[config.mk]
export PLATFORM = sky130hd
export DESIGN_NAME = fetch_unit
export DESIGN_NICKNAME = d
export VERILOG_FILES = /design/src/rtl/mips_pkg.sv /design/src/rtl/fetch_fifo.sv /design/src/rtl/fetch_unit.sv
export SDC_FILE = /design/constraint.sdc
export NUM_CORES = 1
export LEC_CHECK = 0
export CORE_ASPECT_RATIO = 1.5
export CORE_MARGIN = 2
export CORE_UTILIZATION = 45
export CTS_CLUSTER_DIAMETER = 200
export DETAILED_ROUTE_END_ITERATION = 12
export GPL_TIMING_DRIVEN = 0
export HOLD_SLACK_MARGIN = 0.1
export PLACE_DENSITY = 0.71
export SYNTH_ARGS = -nofsm -noshare
export SYNTH_HDL_FRONTEND = slang
export SYNTH_HIERARCHICAL = 1
export SYNTH_SLANG_ARGS = --single-unit
[constraint.sdc]
create_clock -name clk -period 9.7 [get_ports clk]
set_input_delay 0.97 -clock clk [delete_from_list [all_inputs] [get_ports clk]]
set_output_delay 0.97 -clock clk [all_outputs]
set_load 0.02 [all_outputs]
[src/rtl/mips_pkg.sv]
// Shared constants and types for the MIPS front end: instruction field slices,
// reset defaults and the fetch state encoding.
package mips_pkg;

  localparam int unsigned OP_MSB    = 31;
  localparam int unsigned OP_LSB    = 26;
  localparam int unsigned FUNCT_MSB = 5;
  localparam int unsigned FUNCT_LSB = 0;

  localparam logic [31:0] NOP              = 32'h0000_0000;
  localparam logic [31:0] DEFAULT_RESET_PC = 32'h0000_0000;

  typedef enum logic [0:0] {
    StRun,
    StDrain
  } fetch_state_e;

endpackage

[src/rtl/fetch_fifo.sv]
// Small synchronous FIFO with flush and occupancy count; head is read
// combinationally, there is no write-to-read bypass.
module fetch_fifo #(
  parameter int unsigned Depth = 2,
  parameter int unsigned Width = 64
) (
  input  logic                     clk,
  input  logic                     rst_n,
  input  logic                     flush_i,
  input  logic                     push_i,
  input  logic [Width-1:0]         wdata_i,
  input  logic                     pop_i,
  output logic [Width-1:0]         rdata_o,
  output logic [$clog2(Depth):0]   count_o,
  output logic                     full_o,
  output logic                     empty_o
);

  localparam int unsigned AW = $clog2(Depth);

  logic [Width-1:0] mem_q [Depth];
  logic [AW-1:0]    wptr_q, wptr_d;
  logic [AW-1:0]    rptr_q, rptr_d;
  logic [AW:0]      cnt_q, cnt_d;
  logic             do_push, do_pop;

  assign empty_o = (cnt_q == '0);
  assign full_o  = (cnt_q == (AW+1)'(Depth));
  assign count_o = cnt_q;
  assign rdata_o = mem_q[rptr_q];

  // A push into a full FIFO is only taken when the head leaves in the same cycle.
  assign do_pop  = pop_i && !empty_o;
  assign do_push = push_i && (!full_o || do_pop);

  always_comb begin
    wptr_d = wptr_q;
    rptr_d = rptr_q;
    cnt_d  = cnt_q;
    if (flush_i) begin
      wptr_d = '0;
      rptr_d = '0;
      cnt_d  = '0;
    end else begin
      if (do_push) wptr_d = wptr_q + AW'(1);
      if (do_pop)  rptr_d = rptr_q + AW'(1);
      cnt_d = cnt_q + (AW+1)'(do_push) - (AW+1)'(do_pop);
    end
  end

  always_ff @(posedge clk or negedge rst_n) begin
    if (!rst_n) begin
      wptr_q <= '0;
      rptr_q <= '0;
      cnt_q  <= '0;
    end else begin
      wptr_q <= wptr_d;
      rptr_q <= rptr_d;
      cnt_q  <= cnt_d;
    end
  end

  always_ff @(posedge clk) begin
    if (do_push && !flush_i) mem_q[wptr_q] <= wdata_i;
  end

endmodule

[src/rtl/fetch_unit.sv]
// Instruction fetch stage: owns the PC, issues word reads to instruction memory,
// buffers returned words with their PCs and flushes/redirects on taken branches.
module fetch_unit
  import mips_pkg::*;
#(
  parameter logic [31:0] RESET_PC = DEFAULT_RESET_PC,
  parameter int unsigned DEPTH    = 2
) (
  input  logic        clk,
  input  logic        rst_n,
  output logic        imem_req_valid,
  input  logic        imem_req_ready,
  output logic [31:0] imem_req_addr,
  input  logic        imem_rsp_valid,
  input  logic [31:0] imem_rsp_data,
  output logic        if_valid,
  input  logic        if_ready,
  output logic [31:0] if_instr,
  output logic [5:0]  if_op,
  output logic [5:0]  if_funct,
  output logic [31:0] if_pc,
  output logic [31:0] if_pc_plus4,
  input  logic        redir_valid,
  input  logic [31:0] redir_pc
);

  localparam int unsigned CW = $clog2(DEPTH) + 1;

  fetch_state_e  state_q, state_d;
  logic [31:0]   pc_q, pc_d;
  logic [CW-1:0] out_q, out_d;
  logic [CW-1:0] stale_q, stale_d;
  logic [CW-1:0] drain_total;
  logic          en_q;

  logic [CW-1:0] buf_count, tag_count;
  logic          buf_full, buf_empty, tag_full, tag_empty;
  logic [63:0]   buf_rdata;
  logic [31:0]   tag_rdata;
  logic [CW:0]   inflight;
  logic          req_fire, rsp_live, buf_push, buf_pop;

  assign inflight       = {1'b0, buf_count} + {1'b0, out_q};
  // en_q keeps the request channel quiet while reset is asserted.
  assign imem_req_valid = en_q && (state_q == StRun) && (inflight < (CW+1)'(DEPTH)) &&
                          !redir_valid;
  assign imem_req_addr  = pc_q;
  assign req_fire       = imem_req_valid && imem_req_ready;

  assign rsp_live = imem_rsp_valid && (state_q == StRun) && (out_q != '0);
  assign buf_push = rsp_live && !redir_valid;
  assign if_valid = !buf_empty;
  assign buf_pop  = if_valid && if_ready && !redir_valid;

  assign if_instr    = if_valid ? buf_rdata[31:0] : NOP;
  assign if_pc       = if_valid ? buf_rdata[63:32] : '0;
  assign if_op       = if_instr[OP_MSB:OP_LSB];
  assign if_funct    = if_instr[FUNCT_MSB:FUNCT_LSB];
  assign if_pc_plus4 = if_valid ? (if_pc + 32'd4) : '0;

  fetch_fifo #(
    .Depth (DEPTH),
    .Width (64)
  ) u_buf (
    .clk     (clk),
    .rst_n   (rst_n),
    .flush_i (redir_valid),
    .push_i  (buf_push),
    .wdata_i ({tag_rdata, imem_rsp_data}),
    .pop_i   (buf_pop),
    .rdata_o (buf_rdata),
    .count_o (buf_count),
    .full_o  (buf_full),
    .empty_o (buf_empty)
  );

  // Address tags of outstanding requests, consumed in order as responses land.
  fetch_fifo #(
    .Depth (DEPTH),
    .Width (32)
  ) u_tag (
    .clk     (clk),
    .rst_n   (rst_n),
    .flush_i (redir_valid),
    .push_i  (req_fire),
    .wdata_i (pc_q),
    .pop_i   (buf_push),
    .rdata_o (tag_rdata),
    .count_o (tag_count),
    .full_o  (tag_full),
    .empty_o (tag_empty)
  );

  always_comb begin
    state_d     = state_q;
    pc_d        = pc_q;
    out_d       = out_q;
    stale_d     = stale_q;
    drain_total = stale_q + out_q;
    if (redir_valid) begin
      // Everything still in flight becomes stale; a response landing now is one fewer.
      if (imem_rsp_valid && (drain_total != '0)) drain_total = drain_total - CW'(1);
      pc_d    = redir_pc & 32'hFFFF_FFFC;
      out_d   = '0;
      stale_d = drain_total;
      state_d = (drain_total != '0) ? StDrain : StRun;
    end else if (state_q == StDrain) begin
      if (imem_rsp_valid) begin
        stale_d = stale_q - CW'(1);
        if (stale_q == CW'(1)) state_d = StRun;
      end
    end else begin
      if (req_fire) pc_d = pc_q + 32'd4;
      out_d = out_q + CW'(req_fire) - CW'(rsp_live);
    end
  end

  always_ff @(posedge clk or negedge rst_n) begin
    if (!rst_n) begin
      state_q <= StRun;
      pc_q    <= RESET_PC;
      out_q   <= '0;
      stale_q <= '0;
      en_q    <= 1'b0;
    end else begin
      state_q <= state_d;
      pc_q    <= pc_d;
      out_q   <= out_d;
      stale_q <= stale_d;
      en_q    <= 1'b1;
    end
  end

  a_no_overflow : assert property (@(posedge clk) disable iff (!rst_n)
    !(imem_rsp_valid && (state_q == StRun) && (out_q == '0)));
  a_tag_room : assert property (@(posedge clk) disable iff (!rst_n)
    !(req_fire && tag_full));
  a_tag_avail : assert property (@(posedge clk) disable iff (!rst_n)
    !(buf_push && tag_empty));
  a_buf_room : assert property (@(posedge clk) disable iff (!rst_n)
    !(buf_push && buf_full && !buf_pop));
  a_tag_count : assert property (@(posedge clk) disable iff (!rst_n)
    (state_q != StRun) || (tag_count == out_q));

endmodule

Word level (Yosys, flattened, before mapping)

Memories as Yosys holds them, arrays and structs flattened.
Cells that the tools add are included.

Memories kept: 2
Output and inout bits: 142
Register bits after elaboration: 46
Bits of input ports: 70
Memory bits (writable): 192
Logic and storage cells: 104

Memories:

| memory      | words | bits a word | read ports | clocked after Yosys merged registers in | wr ports | RTL line         | RTL |
|---|---|---|---|---|---|---|---|
| u_buf.mem_q | 2     | 64          | 1          | 0                                       | 1        | fetch_fifo.sv:21 | `logic [Width-1:0] mem_q [Depth];` |
| u_tag.mem_q | 2     | 32          | 1          | 0                                       | 1        | fetch_fifo.sv:21 |  |

Bitwise gates (word level): 1
Eq/ne operators: 4
Reductions and logical operators: 37
Muxes and demuxes: 32
Add/sub/neg operators: 16
$lt $le $gt $ge: 1

Operators by type and width:

| operator                                                                     | number |
|---|---|
| 32-bit 2-to-1 mux                                                            | 6 |
| 32-bit by 3-bit adder with 32-bit output, second input constant              | 2 |
| 2-bit nonzero test                                                           | 10 |
| 2-bit 2-to-1 mux                                                             | 9 |
| 1-bit 2-to-1 mux                                                             | 17 |
| 1-bit logical AND                                                            | 16 |
| 2-bit by 1-bit adder with 2-bit output                                       | 3 |
| 2-bit by 1-bit subtractor with 2-bit output                                  | 3 |
| 1-bit zero test                                                              | 5 |
| 1-bit adder, second input constant                                           | 4 |
| 2-bit equality test, second input constant                                   | 2 |
| 2-bit zero test                                                              | 2 |
| 2-bit AND reduction                                                          | 2 |
| 2-bit by 1-bit subtractor with 2-bit output, second input constant           | 2 |
| 2-bit by 2-bit adder with 3-bit output                                       | 1 |
| 3-bit by 2-bit less-than comparator with 1-bit output, second input constant | 1 |
| 2-bit adder                                                                  | 1 |
| 2-bit by 1-bit equality test with 1-bit output, second input constant        | 1 |
| 1-bit logical OR                                                             | 2 |
| 2-bit != test, second input constant                                         | 1 |
| 1-bit inverter                                                               | 1 |

Longest topological paths before layout

Depth after elaboration: 10
Depth in mapped cells: 11
Gate-level depth less buffers: 11

Cells and area by module

Netlist, hierarchy kept.

By module, submodules not included:

| module              | times used | seq. area each (sq um) | area each (sq um) | cells an instance |
|---|---|---|---|---|
| fetch_fifo at u_buf | 1          | 3,943.8                | 4,883.4           | 228 |
| fetch_unit          | 1          | 900.9                  | 3,583.4           | 477 |
| fetch_fifo at u_tag | 1          | 2,021.9                | 2,562.5           | 129 |

Least setup slack after synthesis

No wires, ideal clock.

Kind: input to register
Start point: in redir_valid
End point: mem u_buf.mem_q[1][0] (enable)
Stages: 6
Library setup time: 0.578 ns
Buffers on the path: 2
Arrival: 6.673 ns
Path slack: 2.449 ns
Data required time: 9.122 ns
Cells stage by stage: buf_2 clkinv_1 clkbuf_1 and2_1 o21ai_2 nor3b_1

Elaborated cells between the ends (all ways): 9
Classes of those cells: 2 x mux; 7 x reduce/logical

RTL lines:

| what                                   | RTL line         | RTL |
|---|---|---|
| start, declared                        | fetch_unit.sv:23 | `input logic redir_valid,` |
| 1-bit zero test                        | fetch_unit.sv:51 | `assign buf_push = rsp_live && !redir_valid;` |
| 1-bit logical AND                      | fetch_unit.sv:51 |  |
| net buf_push                           | fetch_unit.sv:41 | `logic req_fire, rsp_live, buf_push, buf_pop;` |
| 1-bit logical AND                      | fetch_fifo.sv:34 | `assign do_push = push_i && (!full_o \|\| do_pop);` |
| 1-bit logical AND                      | fetch_fifo.sv:64 | `if (do_push && !flush_i) mem_q[wptr_q] <= wdata_i;` |
| 1-bit 2-to-1 mux                       | fetch_fifo.sv:64 |  |
| 1-bit 2-to-1 mux (not written as such) | fetch_fifo.sv:64 |  |
| end, declared                          | fetch_fifo.sv:21 |  |

The timed path passes the listed nets, and every way through them passes these cells.

Worst setup path in the final report

Start point: reg u_buf.cnt_q[1] (netlist: u_buf/count_o[1])
End point: out if_pc_plus4[20]

Cells in the longest elaborated chain, start to end: 4

Ends and longest elaborated chain:

| what                                     | RTL line         | RTL |
|---|---|---|
| start, declared                          | fetch_fifo.sv:24 | `logic [AW:0] cnt_q, cnt_d;` |
| start signal, assigned                   | fetch_fifo.sv:59 | `cnt_q <= cnt_d;` |
| 2-bit zero test (*)                      | fetch_fifo.sv:27 | `assign empty_o = (cnt_q == '0);` |
| net buf_empty                            | fetch_unit.sv:37 | `logic buf_full, buf_empty, tag_full, tag_empty;` |
| 32-bit 2-to-1 mux                        | fetch_unit.sv:56 | `assign if_pc = if_valid ? buf_rdata[63:32] : '0;` |
| 32-bit by 3-bit adder with 32-bit output | fetch_unit.sv:59 | `assign if_pc_plus4 = if_valid ? (if_pc + 32'd4) : '0;` |
| 32-bit 2-to-1 mux (*)                    | fetch_unit.sv:59 |  |
| end, declared                            | fetch_unit.sv:22 | `output logic [31:0] if_pc_plus4,` |

Mark *: on every way through the listed nets, which the timed path passes. The rest lies on a longest branch.

==> results.txt <==
The first-pass GRT wire length is 41.1 mm. The origin of the worst setup path is u_buf/count_o[1]. The placed cell count is 1384.

The total setup buffers inserted after CTS is 0. The number of design-rule violations left by the first detailed-router iteration is 455. The startpoint identified for the worst register-to-register timing path is u_buf/count_o[0]. The number of cells traversed by the worst register-to-register path came out at 9. The clock transition at the registers of the reported paths is 0.06 ns. The number of maximum-capacitance constraint violations is 0. The number of port buffers came out at 207. The worst setup slack for register-to-register paths came out at 5.66 ns.

The number of iterations in the first detailed-routing pass came out at 4. The transition at the pin with the smallest max-transition slack came out at 0.912 ns. For this design the ratio of total power to cell area is 157 nW/um^2. Setup repair after global routing left no endpoint under its margin. The tightest hold path in the finished design has a slack of 0.309 ns. The floorplan step set the die height to 196 microns. Cell internal power was estimated by the tool at 1.78 mW.

The die boundary width is 132 microns. The fraction of layout cells with a size suffix above 1 is 15.0%. Across the VDD grid, the largest voltage drop is 109 uV. The analysis attributes to net switching a power of 508 uW. On the critical path the largest part of the delay comes from buffers and inverters. Traced cell by cell, the critical path runs through nor2_1 > clkbuf_1 > clkbuf_1 > nor2b_1 > ha_1 > nand4b_1 > or4_1 > clkbuf_2 > or3_1 > a21oi_1 > clkdlybuf4s50_1. The initial antenna violation count is 0. The largest driver fanout on the critical path came out at 10. The standard cell core area is 24300 sq um. The peak per-stage delay on the critical path came out at 0.65 ns. The clock period could shrink to 5.52 ns. The number of nets with antenna violations after routing is 0. The worst setup path is captured at an output pin.

By instance count, the cell type seen most on the critical path is sky130_fd_sc_hd__clkbuf_1. The number of buffers inserted by hold repair at cts came out at 0. The least setup slack across all paths after layout came out at 4.18 ns. A synthesized cell averages 13.3 sq um. Global routing used 20.1% of the available tracks. The wire length per cell came out at 18.4 microns. The residual DRC count is 0.

The relative contribution of sequential cells to total power came out at 50.8%. The worst reg2reg path endpoint is u_tag/mem_q[1][26]. The peak clock frequency supported by timing came out at 0.181 GHz.

The proportion of total power due to net switching came out at 22.2%. The insertion delay of the later-clocked pin in the worst-skew pair is 0.51 ns. The post-synthesis instance total is 831.

The pin count of the biggest net entering global routing came out at 38. The CTS H-tree depth is 1. The Yosys step of the flow raised 6 warnings.

The relative slew slack is 38.6%. Leaving out fill and tap cells, the most frequent cells in the layout are sky130_fd_sc_hd__clkdlybuf4s50_1 (206), sky130_fd_sc_hd__edfxtp_1 (192), sky130_fd_sc_hd__nor2b_1 (70). The worst min-delay path class is primary input to asynchronous set/reset pin. Summed over all layers, the routed wires come to 26.3 mm.

The number of diodes came out at 0. The total CTS buffers is 23. The buffers plus inverters on the worst setup path is 4.

CTS placed an instance of sky130_fd_sc_hd__clkbuf_16 at the clock tree root. The required time at the endpoint of the critical path is 8.73 ns. The boundary pin count is 212.

The share of the cycle needed by the critical path after routing is 56.9%. The post-layout total power came out at 2.29 mW. The final cell count without fillers came out at 1426. Setup violations remaining at the end of the flow were counted as 0. The area enclosed by the die boundary is 25800 sq um. The post-placement worst setup slack is 4.47 ns. The final setup skew is 0.0131 ns. The cell area after technology mapping came out at 11000 sq um.

The via count of the first global-routing pass was 7622. The final route contains 7563 vias. The final layout contains 1165 nets.

The worst-path cell with the longest stage delay is sky130_fd_sc_hd__clkdlybuf4s50_1. The effective utilization at floorplan is 45.4%. The count of endpoints failing hold in the final timing report is 0.

The number of buffers on the longest clock path came out at 3. The count of final max-slew check failures is 0. The startpoint type of the worst setup path is a register. The number of sinks on the clock net came out at 236. TritonCTS built the clock tree.

The synthesis-to-layout area growth is 31.8%. Data on the critical path arrives at its endpoint at 4.55 ns. The final weighted congestion in routability-driven placement is 0.845.

The count of standard-cell rows is 70. The via-per-instance ratio is 5.30. The combinational group share of total power is 8.8%. The number of gates resized after CTS is 0. The remaining global-route overflow is 0. The leakage component of the power is 5.00 nW.

The relative contribution of the clock network to total power came out at 40.4%. The post-layout utilization of the core came out at 59.8%. The setup path with the least slack is of type register to output pin. The run finished with clean final reports. The library cell used most frequently in the layout, excluding fill and tap cells, is sky130_fd_sc_hd__clkdlybuf4s50_1. The total half-perimeter wirelength after legalization and detailed placement is 19.7 mm.
[power by group through the flow]
stage	logic, mW	registers [mW]	clock network (mW)
2_1_floorplan	0.0948	1.19	0
3_3_place_gp	0.190	1.18	0
3_5_place_dp	0.200	1.18	0
4_1_cts	0.201	1.16	0.946
5_1_grt	0.219	1.16	0.982
6_report	0.200	1.16	0.924
[cell type report]
type / count / area [sq um]
Fill cell: 1948 / 9740
Sequential cell: 236 / 6870
Multi-Input combinational cell: 527 / 3810
Timing Repair Buffer: 224 / 2260
Clock buffer: 30 / 652
Tap cell: 324 / 405
Buffer: 53 / 300
Clock inverter: 12 / 144
Inverter: 20 / 75.1
[worst reg2reg max path, cell delays in order, from the launching register on]
cell and delay, ns:
sky130_fd_sc_hd__dfrtp_1 0.46, sky130_fd_sc_hd__and2_1 0.18, sky130_fd_sc_hd__fa_1 0.47, sky130_fd_sc_hd__nor4b_1 0.66
sky130_fd_sc_hd__nand2_1 0.27, sky130_fd_sc_hd__inv_1 0.31, sky130_fd_sc_hd__o21ai_1 0.20, sky130_fd_sc_hd__nor3b_2 0.71
sky130_fd_sc_hd__buf_6 0.27, sky130_fd_sc_hd__buf_6 0.19
[sequential cells by signal, summed over array words and instances (netlist names)]
name and count:
state_q 1, u_tag/count_o 2, stale_q 2, u_tag/wptr_q 1, u_buf/rptr_q 1, u_buf/mem_q 128
u_tag/mem_q 64, out_q 2, en_q 1, u_buf/count_o 2, u_buf/wptr_q 1, u_tag/rptr_q 1
imem_req_addr 30
[routing by layer]
layer	track usage, %	wire (microns)	up-vias
li1	-	-	3595
met1	22.8	10100	3682
met2	38.5	14300	235
met3	2.80	1170	51
met4	6.52	682	0
met5	0	0	-
[worst max path at each step]
| stage | end | slack [ns] | cells after the start |
|---|---|---|---|
| after floorplan | u_buf/mem_q[1][0] | 2.45 | 6 |
| after global placement | u_buf/mem_q[1][5] | -1.70 | 7 |
| after detailed placement | u_buf/mem_q[1][1] | 4.47 | 10 |
| after CTS | if_pc_plus4[20] | 4.06 | 11 |
| after global routing | if_pc_plus4[20] | 3.90 | 11 |
| final | if_pc_plus4[20] | 4.18 | 11 |
[stage by stage]
step / setup TNS [ns] / cell area (sq um)
after floorplan: 0 / 11000
after global placement: -180.94 / 13500
after detailed placement: 0 / 13700
after CTS: 0 / 14500
after global routing: 0 / 14500
final: 0 / 14500
Power figures use the tool's default switching activity.
